--- src/rtl/custom_bus_initiator_if.sv ---
// ---------------------------------------------------------------------------
// custom_bus_initiator_if
//   Bundles the three channels around the strobe/ack initiator:
//     command  : cmd_valid/cmd_ready handshake with we, start address,
//                fill data and burst length (beats minus 1)
//     bus      : strobe/we/adr/data_out toward the custom block,
//                data_in/ack back from it
//     response : rsp_valid/rsp_ready handshake with per-beat read data,
//                timeout error flag and last-beat marker
//   modport master : view of the initiator
//   modport slave  : view of everything around it (controller, custom block,
//                    response consumer)
// ---------------------------------------------------------------------------
interface custom_bus_initiator_if #(
    parameter int LEN_W = 4
);
    logic             cmd_valid;
    logic             cmd_ready;
    logic             cmd_we;
    logic [31:0]      cmd_adr;
    logic [31:0]      cmd_wdata;
    logic [LEN_W-1:0] cmd_len;

    logic             strobe;
    logic             we;
    logic [31:0]      adr;
    logic [31:0]      data_out;
    logic [31:0]      data_in;
    logic             ack;

    logic             rsp_valid;
    logic             rsp_ready;
    logic [31:0]      rsp_rdata;
    logic             rsp_err;
    logic             rsp_last;

    modport master (
        input  cmd_valid, cmd_we, cmd_adr, cmd_wdata, cmd_len,
        output cmd_ready,
        output strobe, we, adr, data_out,
        input  data_in, ack,
        output rsp_valid, rsp_rdata, rsp_err, rsp_last,
        input  rsp_ready
    );

    modport slave (
        output cmd_valid, cmd_we, cmd_adr, cmd_wdata, cmd_len,
        input  cmd_ready,
        input  strobe, we, adr, data_out,
        output data_in, ack,
        input  rsp_valid, rsp_rdata, rsp_err, rsp_last,
        output rsp_ready
    );
endinterface

--- src/rtl/custom_bus_initiator.sv ---
// ---------------------------------------------------------------------------
// custom_bus_initiator
//   Initiator side of the strobe/ack word bus. Takes one command at a time
//   and runs it as single or incrementing-burst beats, one response per beat.
//   A beat that sees no ack for TIMEOUT strobe cycles is aborted with an
//   error response, which also ends the command.
//
//   Ports:
//     clk   : clock
//     rst_n : asynchronous active-low reset
//     bus   : custom_bus_initiator_if.master (command, bus, response channels)
//
//   States:
//     state | meaning
//     IDLE  | cmd_ready high, waiting for a command
//     REQ   | strobe high for the current beat, waiting for ack or timeout
//     RSP   | beat response presented, waiting for rsp_ready
// ---------------------------------------------------------------------------
module custom_bus_initiator #(
    parameter int TIMEOUT = 16,
    parameter int LEN_W   = 4
) (
    input  logic                   clk,
    input  logic                   rst_n,
    custom_bus_initiator_if.master bus
);

    localparam logic [1:0] ST_IDLE = 2'd0;
    localparam logic [1:0] ST_REQ  = 2'd1;
    localparam logic [1:0] ST_RSP  = 2'd2;

    localparam logic [7:0] TMO_LAST = 8'(TIMEOUT - 1);

    logic [1:0]       state_q,     state_d;
    logic             cmd_ready_q, cmd_ready_d;
    logic             strobe_q,    strobe_d;
    logic             rsp_valid_q, rsp_valid_d;
    logic             we_q,        we_d;
    logic [31:0]      adr_q,       adr_d;
    logic [31:0]      wdata_q,     wdata_d;
    logic [LEN_W-1:0] len_q,       len_d;
    logic [LEN_W-1:0] beat_q,      beat_d;
    logic [7:0]       tmo_q,       tmo_d;
    logic [31:0]      rdata_q,     rdata_d;
    logic             err_q,       err_d;
    logic             last_q,      last_d;

    // Word addressing: the byte-lane bits of the start address carry no meaning.
    logic unused_adr_lsb;
    assign unused_adr_lsb = ^bus.cmd_adr[1:0];

    always_comb begin
        state_d     = state_q;
        cmd_ready_d = cmd_ready_q;
        strobe_d    = strobe_q;
        rsp_valid_d = rsp_valid_q;
        we_d        = we_q;
        adr_d       = adr_q;
        wdata_d     = wdata_q;
        len_d       = len_q;
        beat_d      = beat_q;
        tmo_d       = tmo_q;
        rdata_d     = rdata_q;
        err_d       = err_q;
        last_d      = last_q;

        case (state_q)
            ST_IDLE: begin
                // cmd_ready_q is still low on the first cycle after reset
                // release; gating on it keeps the handshake honest.
                cmd_ready_d = 1'b1;
                if (bus.cmd_valid && cmd_ready_q) begin
                    we_d        = bus.cmd_we;
                    adr_d       = {bus.cmd_adr[31:2], 2'b00};
                    wdata_d     = bus.cmd_wdata;
                    len_d       = bus.cmd_len;
                    beat_d      = '0;
                    tmo_d       = 8'd0;
                    cmd_ready_d = 1'b0;
                    strobe_d    = 1'b1;
                    state_d     = ST_REQ;
                end
            end

            ST_REQ: begin
                // ack wins over a timeout expiring on the same edge.
                if (bus.ack) begin
                    rdata_d     = we_q ? 32'h0 : bus.data_in;
                    err_d       = 1'b0;
                    last_d      = (beat_q == len_q);
                    strobe_d    = 1'b0;
                    rsp_valid_d = 1'b1;
                    state_d     = ST_RSP;
                end else if (tmo_q == TMO_LAST) begin
                    // Abort: remaining beats of the burst are abandoned.
                    rdata_d     = 32'h0;
                    err_d       = 1'b1;
                    last_d      = 1'b1;
                    strobe_d    = 1'b0;
                    rsp_valid_d = 1'b1;
                    state_d     = ST_RSP;
                end else begin
                    tmo_d = tmo_q + 8'd1;
                end
            end

            ST_RSP: begin
                if (bus.rsp_ready) begin
                    rsp_valid_d = 1'b0;
                    rdata_d     = 32'h0;
                    err_d       = 1'b0;
                    last_d      = 1'b0;
                    if (last_q) begin
                        cmd_ready_d = 1'b1;
                        state_d     = ST_IDLE;
                    end else begin
                        beat_d   = beat_q + 1'b1;
                        adr_d    = adr_q + 32'd4;  // wraps modulo 2^32
                        tmo_d    = 8'd0;
                        strobe_d = 1'b1;
                        state_d  = ST_REQ;
                    end
                end
            end

            default: begin
                cmd_ready_d = 1'b0;
                strobe_d    = 1'b0;
                rsp_valid_d = 1'b0;
                state_d     = ST_IDLE;
            end
        endcase
    end

    always_ff @(posedge clk or negedge rst_n) begin
        if (!rst_n) begin
            state_q     <= ST_IDLE;
            cmd_ready_q <= 1'b0;
            strobe_q    <= 1'b0;
            rsp_valid_q <= 1'b0;
            we_q        <= 1'b0;
            adr_q       <= 32'h0;
            wdata_q     <= 32'h0;
            len_q       <= '0;
            beat_q      <= '0;
            tmo_q       <= 8'd0;
            rdata_q     <= 32'h0;
            err_q       <= 1'b0;
            last_q      <= 1'b0;
        end else begin
            state_q     <= state_d;
            cmd_ready_q <= cmd_ready_d;
            strobe_q    <= strobe_d;
            rsp_valid_q <= rsp_valid_d;
            we_q        <= we_d;
            adr_q       <= adr_d;
            wdata_q     <= wdata_d;
            len_q       <= len_d;
            beat_q      <= beat_d;
            tmo_q       <= tmo_d;
            rdata_q     <= rdata_d;
            err_q       <= err_d;
            last_q      <= last_d;
        end
    end

    // Bus qualifiers are forced to 0 outside a strobe so the block sees a
    // quiet bus while idle or while a response is pending.
    assign bus.cmd_ready = cmd_ready_q;
    assign bus.strobe    = strobe_q;
    assign bus.we        = strobe_q & we_q;
    assign bus.adr       = strobe_q ? adr_q : 32'h0;
    assign bus.data_out  = (strobe_q && we_q) ? wdata_q : 32'h0;
    assign bus.rsp_valid = rsp_valid_q;
    assign bus.rsp_rdata = rdata_q;
    assign bus.rsp_err   = err_q;
    assign bus.rsp_last  = last_q;

endmodule

--- src/flat_wrapper.sv ---
// flat-port wrapper written by rule: the top's interface ports become plain ports
module custom_bus_initiator_flat 
#(
    parameter int TIMEOUT = 16,
    parameter int LEN_W   = 4
)
  (clk, rst_n, bus_cmd_valid, bus_cmd_we, bus_cmd_adr, bus_cmd_wdata, bus_cmd_len, bus_cmd_ready, bus_strobe, bus_we, bus_adr, bus_data_out, bus_data_in, bus_ack, bus_rsp_valid, bus_rsp_rdata, bus_rsp_err, bus_rsp_last, bus_rsp_ready);
  custom_bus_initiator_if #(.LEN_W(LEN_W)) bus_i ();
  input  logic clk;
  input  logic rst_n;
  input wire logic [$bits(bus_i.cmd_valid)-1:0] bus_cmd_valid;
  input wire logic [$bits(bus_i.cmd_we)-1:0] bus_cmd_we;
  input wire logic [$bits(bus_i.cmd_adr)-1:0] bus_cmd_adr;
  input wire logic [$bits(bus_i.cmd_wdata)-1:0] bus_cmd_wdata;
  input wire logic [$bits(bus_i.cmd_len)-1:0] bus_cmd_len;
  output wire logic [$bits(bus_i.cmd_ready)-1:0] bus_cmd_ready;
  output wire logic [$bits(bus_i.strobe)-1:0] bus_strobe;
  output wire logic [$bits(bus_i.we)-1:0] bus_we;
  output wire logic [$bits(bus_i.adr)-1:0] bus_adr;
  output wire logic [$bits(bus_i.data_out)-1:0] bus_data_out;
  input wire logic [$bits(bus_i.data_in)-1:0] bus_data_in;
  input wire logic [$bits(bus_i.ack)-1:0] bus_ack;
  output wire logic [$bits(bus_i.rsp_valid)-1:0] bus_rsp_valid;
  output wire logic [$bits(bus_i.rsp_rdata)-1:0] bus_rsp_rdata;
  output wire logic [$bits(bus_i.rsp_err)-1:0] bus_rsp_err;
  output wire logic [$bits(bus_i.rsp_last)-1:0] bus_rsp_last;
  input wire logic [$bits(bus_i.rsp_ready)-1:0] bus_rsp_ready;
  assign bus_i.cmd_valid = bus_cmd_valid;
  assign bus_i.cmd_we = bus_cmd_we;
  assign bus_i.cmd_adr = bus_cmd_adr;
  assign bus_i.cmd_wdata = bus_cmd_wdata;
  assign bus_i.cmd_len = bus_cmd_len;
  assign bus_cmd_ready = bus_i.cmd_ready;
  assign bus_strobe = bus_i.strobe;
  assign bus_we = bus_i.we;
  assign bus_adr = bus_i.adr;
  assign bus_data_out = bus_i.data_out;
  assign bus_i.data_in = bus_data_in;
  assign bus_i.ack = bus_ack;
  assign bus_rsp_valid = bus_i.rsp_valid;
  assign bus_rsp_rdata = bus_i.rsp_rdata;
  assign bus_rsp_err = bus_i.rsp_err;
  assign bus_rsp_last = bus_i.rsp_last;
  assign bus_i.rsp_ready = bus_rsp_ready;
  custom_bus_initiator #(.TIMEOUT(TIMEOUT), .LEN_W(LEN_W)) u_core (.clk(clk), .rst_n(rst_n), .bus(bus_i));
endmodule
--- config.mk ---
export PLATFORM = sky130hd
export DESIGN_NAME = custom_bus_initiator_flat
export DESIGN_NICKNAME = d
export VERILOG_FILES = /design/src/rtl/custom_bus_initiator_if.sv /design/src/rtl/custom_bus_initiator.sv /design/src/flat_wrapper.sv
export SDC_FILE = /design/constraint.sdc
export NUM_CORES = 1
export LEC_CHECK = 0
export CELL_PAD_IN_SITES_DETAIL_PLACEMENT = 0
export CELL_PAD_IN_SITES_GLOBAL_PLACEMENT = 1
export CORE_MARGIN = 5
export CORE_UTILIZATION = 35
export CTS_BUF_LIST = sky130_fd_sc_hd__clkbuf_8
export CTS_CLUSTER_DIAMETER = 40
export DETAILED_ROUTE_END_ITERATION = 8
export GPL_ROUTABILITY_DRIVEN = 0
export HOLD_SLACK_MARGIN = 0.06
export PLACE_DENSITY = 0.94
export SYNTH_ARGS = -nofsm -noshare
export SYNTH_HDL_FRONTEND = slang
export SYNTH_SLANG_ARGS = --single-unit
export TNS_END_PERCENT = 30
--- constraint.sdc ---
create_clock -name clk -period 2.5 [get_ports clk]
set_input_delay 0.75 -clock clk [delete_from_list [all_inputs] [get_ports clk]]
set_output_delay 0.75 -clock clk [all_outputs]
set_load 0.005 [all_outputs]
======== Word-level counts from Yosys, hierarchy flattened ========
Index checks and enable logic that the tools add are counted.
word-level totals
  word-level logic and storage cells ...... 89
  bits in registers ....................... 120
operators by class
  equality and inequality tests ........... 11
  reductions and logical operators ........ 14
  add/sub/neg operators ................... 3
  bitwise gates (word level) .............. 3
  mux-type cells .......................... 45
operators by type and width
  kind                                                              count
  32-bit 2-to-1 mux                                                 9
  32-bit case mux with 2 select lines                               2
  8-bit 2-to-1 mux                                                  5
  32-bit by 3-bit adder with 32-bit output (second input constant)  1
  8-bit case mux with 3 select lines                                1
  1-bit 2-to-1 mux                                                  14
  4-bit 2-to-1 mux                                                  3
  3-bit AND reduction                                               4
  1-bit case mux with 3 select lines                                3
  8-bit by 1-bit adder with 8-bit output (second input constant)    1
  8-bit by 4-bit == test with 1-bit output (second input constant)  1
  2-bit 2-to-1 mux                                                  4
  2-bit != test (second input constant)                             4
  4-bit case mux with 2 select lines                                1
  4-bit AND reduction                                               2
  2-bit case mux with 3 select lines                                1
  6-bit AND reduction                                               1
  4-bit by 1-bit adder with 4-bit output (second input constant)    1
  4-bit == test                                                     1
  2-bit by 1-bit != test with 1-bit output (second input constant)  2
  1-bit case mux with 2 select lines                                2
  2-bit nonzero test                                                2
  3-bit by 2-bit != test with 1-bit output (second input constant)  1
  3-bit nonzero test                                                1
  other kinds (7)                                                   9

======== Logic depth before layout (Yosys ltp) ========
  depth after elaboration ................. 4
  gate-level depth with buffers ........... 9

======== Least setup slack after synthesis ========
Ideal clock, no wire load.
  path type ............................... register -> register
  start ................................... reg u_core.state_q[0]
  end ..................................... reg u_core.adr_q[22]
  slack ................................... 454 ps
  buffers on the path ..................... 2
  cell stages (with the launch flop) ...... 9
  setup time .............................. 125 ps
  data arrival time ....................... 1922 ps
  path through ............................ dfrtp_1 > inv_1 > ha_1 > clkbuf_1 > a21boi_0 > nor3_1 > clkbuf_1 > a211oi_1 > nor3_1
between the ends
  longest elaborated chain between the ends .. 3
ends and longest elaborated chain
  item                                                     RTL line                     RTL
  start: declaration                                       custom_bus_initiator.sv:34   logic [1:0] state_q, state_d;
  start signal: assignment                                 custom_bus_initiator.sv:151  state_q <= state_d;
  2-bit == test / 2-bit zero test (equally long branches)  custom_bus_initiator.sv:67   case (state_q)
  2-bit != test (no line) (tied with other cells)          --
  4-bit AND reduction (no line)                            --
  end signal: assignment                                   custom_bus_initiator.sv:156  adr_q <= adr_d;
  end: declaration                                         custom_bus_initiator.sv:39   logic [31:0] adr_q, adr_d;
Several ways; a longest one is shown, not always the timed one.
A chain may end at the register's enable or synchronous reset.

======== Worst setup path in the final report ========
  start ................................... reg u_core.strobe_q (netlist: u_core.bus.strobe)
  end ..................................... out bus_data_out[19]
between the ends
  longest elaborated chain between the ends .. 2
ends and longest elaborated chain
  item                      RTL line                     RTL
  start: declaration        custom_bus_initiator.sv:36   logic strobe_q, strobe_d;
  start signal: assignment  custom_bus_initiator.sv:153  strobe_q <= strobe_d;
  1-bit logical AND         custom_bus_initiator.sv:173  assign bus.data_out = (strobe_q && we_q) ? wdata_q : 32'h0;
  32-bit 2-to-1 mux         custom_bus_initiator.sv:173
  end: declaration          flat_wrapper.sv:20           output wire logic [$bits(bus_i.data_out)-1:0] bus_data_out;
No other way between the ends.

==> run metrics <==
status=complete, but fails checks; failing checks=negative setup slack; largest net degree at the start of global routing=77; startpoint types=register; Finished Layout Cells=1121; P&R area growth vs syn=49.9%; worst slew pin tran=0.498 ns; Met2 Wirelength=9400 um; starting density of the core=0.356; clock buffer count from CTS=17; asr flop ratio synth=1.00; Worst Setup Slack, final=-0.00833 ns; Fin. Hold Viols=0; max cap viols=0; fraction of power spent switching nets=0.383; uppermost layer routed=met4; pwr dens=1190 nW/um2; final setup fails=2; static leakage=4.21 nW; total grt overflow=0; FF-to-FF path depth=6; global-route wire length before repair=29900 um; initial antenna violation count=0; Main synth FF type=dfrtp_1; maximum buffer depth of the clock tree=2; initial drt markers=408; antenna fix cells=0; vias=5776; drt pass-1 iters=5; Placed Cells=1083; Peak Freq=399 MHz; Worst VDD drop=0.608 mV; die height=142 um; clock skew=0.0123 ns; post-route cell area=9190 um2; P_sw=4.19 mW; drc violations=0; final cycle utilization of the critical path=1.00; die width=142 um; flop and latch count out of synthesis=118; final WL=19200 um; relative slew slack=0.665; Routed Antenna Nets=0; min-delay worst type=input port to asynchronous set/reset pin; clock sinks=118; Post-DP HPWL=13600 um; Clock power frac=0.155; DR vias/cell=5.15; Setup CP Type=register to output pin; worst reg2reg path startpoint=u_core.adr_q[3]$_DFFE_PN0P_; Critical Path AT=1.76 ns; Gate Count Post-Synth=657; Power, Total=10.9 mW; RSZ-0062 raised after global routing=yes; number of global-route vias before repair=5682; Comb pwr share=0.531; row count=48; post-layout net count=996; CTS tree=yes; root buffer cell=clkbuf_8; wl on met1=8030 um; Core ar.=17200 um2; sequential area share after synthesis=0.482; clk_lat worst skew=0.44 ns; FF-to-FF End=u_core.adr_q[28]$_DFFE_PN0P_; Place WS=-0.0628 ns; Worst EP required=1.75 ns; Post-synth EDFFs=0; crit path time final=2.51 ns; Mapped Avg Cell Area=9.33 um2; Clock Pin Slew Worst Setup and Hold Paths=0.07 ns; total track usage=0.184; Die Area=20300 um2; Post-Syn Area=6130 um2; yosys warns=0; routed wl met3=1320 um; DR WL/cell=17.1 um; Unique masters post-synth=55; CP Max Fanout=14; CTS Hold Bufs=0; ratio of cells with drive above 1 in the final layout=0.148; Slew Viols, Final=0; # H-tree levels=4; PortBufs=203; Post-DP Area=8670 um2; Flop pwr share=0.314; Crit. End Element=output pin; r2r setup slk=0.26 ns; internal power consumption=6.74 mW; I/O pin count=208
==> power groups by stage <==
stage	Combinational [mW]	Clock [mW]	Sequential, mW
2_1_floorplan	2.93	0	3.26
3_3_place_gp	5.67	0	3.42
3_5_place_dp	5.74	0	3.45
4_1_cts	5.79	1.74	3.41
5_1_grt	6.37	1.82	3.55
6_report	5.80	1.70	3.43
==> cells in the mapped netlist (2+ instances only) <==
cell type | number | area share
ha_1 | 7 | 0.014
nor4_1 | 7 | 0.0071
a31oi_1 | 3 | 0.0031
inv_1 | 12 | 0.0073
clkbuf_1 | 33 | 0.020
a21oi_1 | 34 | 0.028
o41ai_1 | 2 | 0.0029
nand3_1 | 21 | 0.017
buf_1 | 4 | 0.0024
mux2i_1 | 7 | 0.011
nand2b_1 | 3 | 0.0031
or3_1 | 3 | 0.0031
nand4_1 | 12 | 0.012
o211ai_1 | 9 | 0.011
buf_4 | 2 | 0.0024
a21boi_0 | 2 | 0.0024
or4_1 | 4 | 0.0049
a22oi_1 | 4 | 0.0049
and3_1 | 38 | 0.039
and4_1 | 3 | 0.0043
dfrtp_1 | 118 | 0.48
o22ai_1 | 9 | 0.0092
and2_1 | 31 | 0.032
o21ai_0 | 60 | 0.049
nand2_1 | 106 | 0.065
xor2_1 | 7 | 0.010
nor2b_1 | 3 | 0.0031
nor3_1 | 10 | 0.0082
nor2_1 | 23 | 0.014
a21o_1 | 4 | 0.0049
mux2_2 | 38 | 0.070
o32a_1 | 2 | 0.0033
o31ai_1 | 2 | 0.0024
or4_4 | 2 | 0.0037
a2bb2oi_1 | 2 | 0.0029
a211oi_1 | 4 | 0.0049
a22o_1 | 4 | 0.0057
buf_2 | 5 | 0.0041
==> metal layers <==
metal  track usage  vias up
li1              -     2791
met5             0        -
met4        0.0680        0
met3        0.0427       31
met1         0.237     2747
met2         0.304      207
==> how the worst max path moves through the flow <==
stage                                        from                      endpoint  slack, ns
floorplan           u_core.state_q[0]$_DFFE_PN0P_  u_core.adr_q[22]$_DFFE_PN0P_       0.45
global placement                    bus_cmd_valid  u_core.adr_q[12]$_DFFE_PN0P_      -0.04
detailed placement                  bus_cmd_valid  u_core.adr_q[12]$_DFFE_PN0P_      -0.06
CTS                 u_core.bus.strobe$_DFFE_PN0P_              bus_data_out[19]      -0.05
global route        u_core.bus.strobe$_DFFE_PN0P_              bus_data_out[12]      -0.09
finish              u_core.bus.strobe$_DFFE_PN0P_              bus_data_out[19]     -0.008
==> cells in the final DEF (no fill, tap or decap), types with 3 or more instances in the layout <==
cell type | Yosys | final
dfrtp_1 | 118 | 116
clkbuf_8 | 0 | 18
nand2b_1 | 3 | 3
a22o_1 | 4 | 4
a22oi_1 | 4 | 4
a211oi_1 | 4 | 4
or4_1 | 4 | 4
and3_1 | 38 | 37
and4_1 | 3 | 3
nand2_1 | 106 | 106
nor2b_1 | 3 | 3
buf_4 | 2 | 36
nor2_1 | 23 | 23
o211ai_1 | 9 | 9
nand3_1 | 21 | 21
ha_1 | 7 | 7
nand4_1 | 12 | 12
clkinv_2 | 0 | 6
dlygate4sd2_1 | 0 | 26
a21o_1 | 4 | 3
mux2i_1 | 7 | 7
o22ai_1 | 9 | 9
inv_1 | 12 | 13
a21oi_1 | 34 | 34
and2_1 | 31 | 29
buf_12 | 0 | 7
xor2_1 | 7 | 7
or3_1 | 3 | 3
dlymetal6s2s_1 | 0 | 21
clkdlybuf4s50_1 | 0 | 155
o21ai_0 | 60 | 60
nor4_1 | 7 | 7
mux2_2 | 38 | 38
a31oi_1 | 3 | 3
nor3_1 | 10 | 10
==> state kept, by name, indices dropped and copies added, names as in the netlist, 2 cells and up <==
signal                cells
u_core.len_q              4
u_core.tmo_q              8
u_core.wdata_q           32
u_core.state_q            2
u_core.bus.rsp_rdata     32
u_core.beat_q             4
u_core.adr_q             30
==> stage by stage <==
step	util	hold WS, ns	setup TNS [ns]
floorplan	-	0.454	0
global placement	0.503	0.459	-0.125
detailed placement	0.503	0.467	-0.175
CTS	0.527	0.265	-0.859
global route	0.533	0.296	-1.11
finish	0.533	0.279	-0.0130
==> kinds of logic after synthesis <==
kind of cell / count (synthesis) / share of synthesized area
compound gates: 151 / 0.150
xor+xnor: 8 / 0.0114
fa+ha+maj: 7 / 0.0143
buf+inv: 57 / 0.0371
flops: 118 / 0.482
mux: 45 / 0.0812
other cells: 1 / 0.000612
simple gates: 270 / 0.224
==> worst max-delay path, cell delays in order, from the launching register on <==
cell	delay, ns
dfrtp_2	0.37
buf_4	0.16
buf_12	0.14
and3_1	0.16
clkdlybuf4s50_1	0.50
==> final cells by class <==
cell class,instances,area [um2]
multi-input cells,483,2970
flip-flops and latches,118,2960
clock inverters,14,135
inverters,13,48.8
well taps,225,282
repair buffers,250,2560
fillers,1578,8050
clock buffers,18,248
==> repair_timing <==
item	CTS	global route
setup buffers	2	1
gates resized for setup	31	24
hold endpoints to repair	0	0
setup endpoints to repair	54	37
gates cloned	1	2
Note: power is estimated with default switching activity, not from simulation.
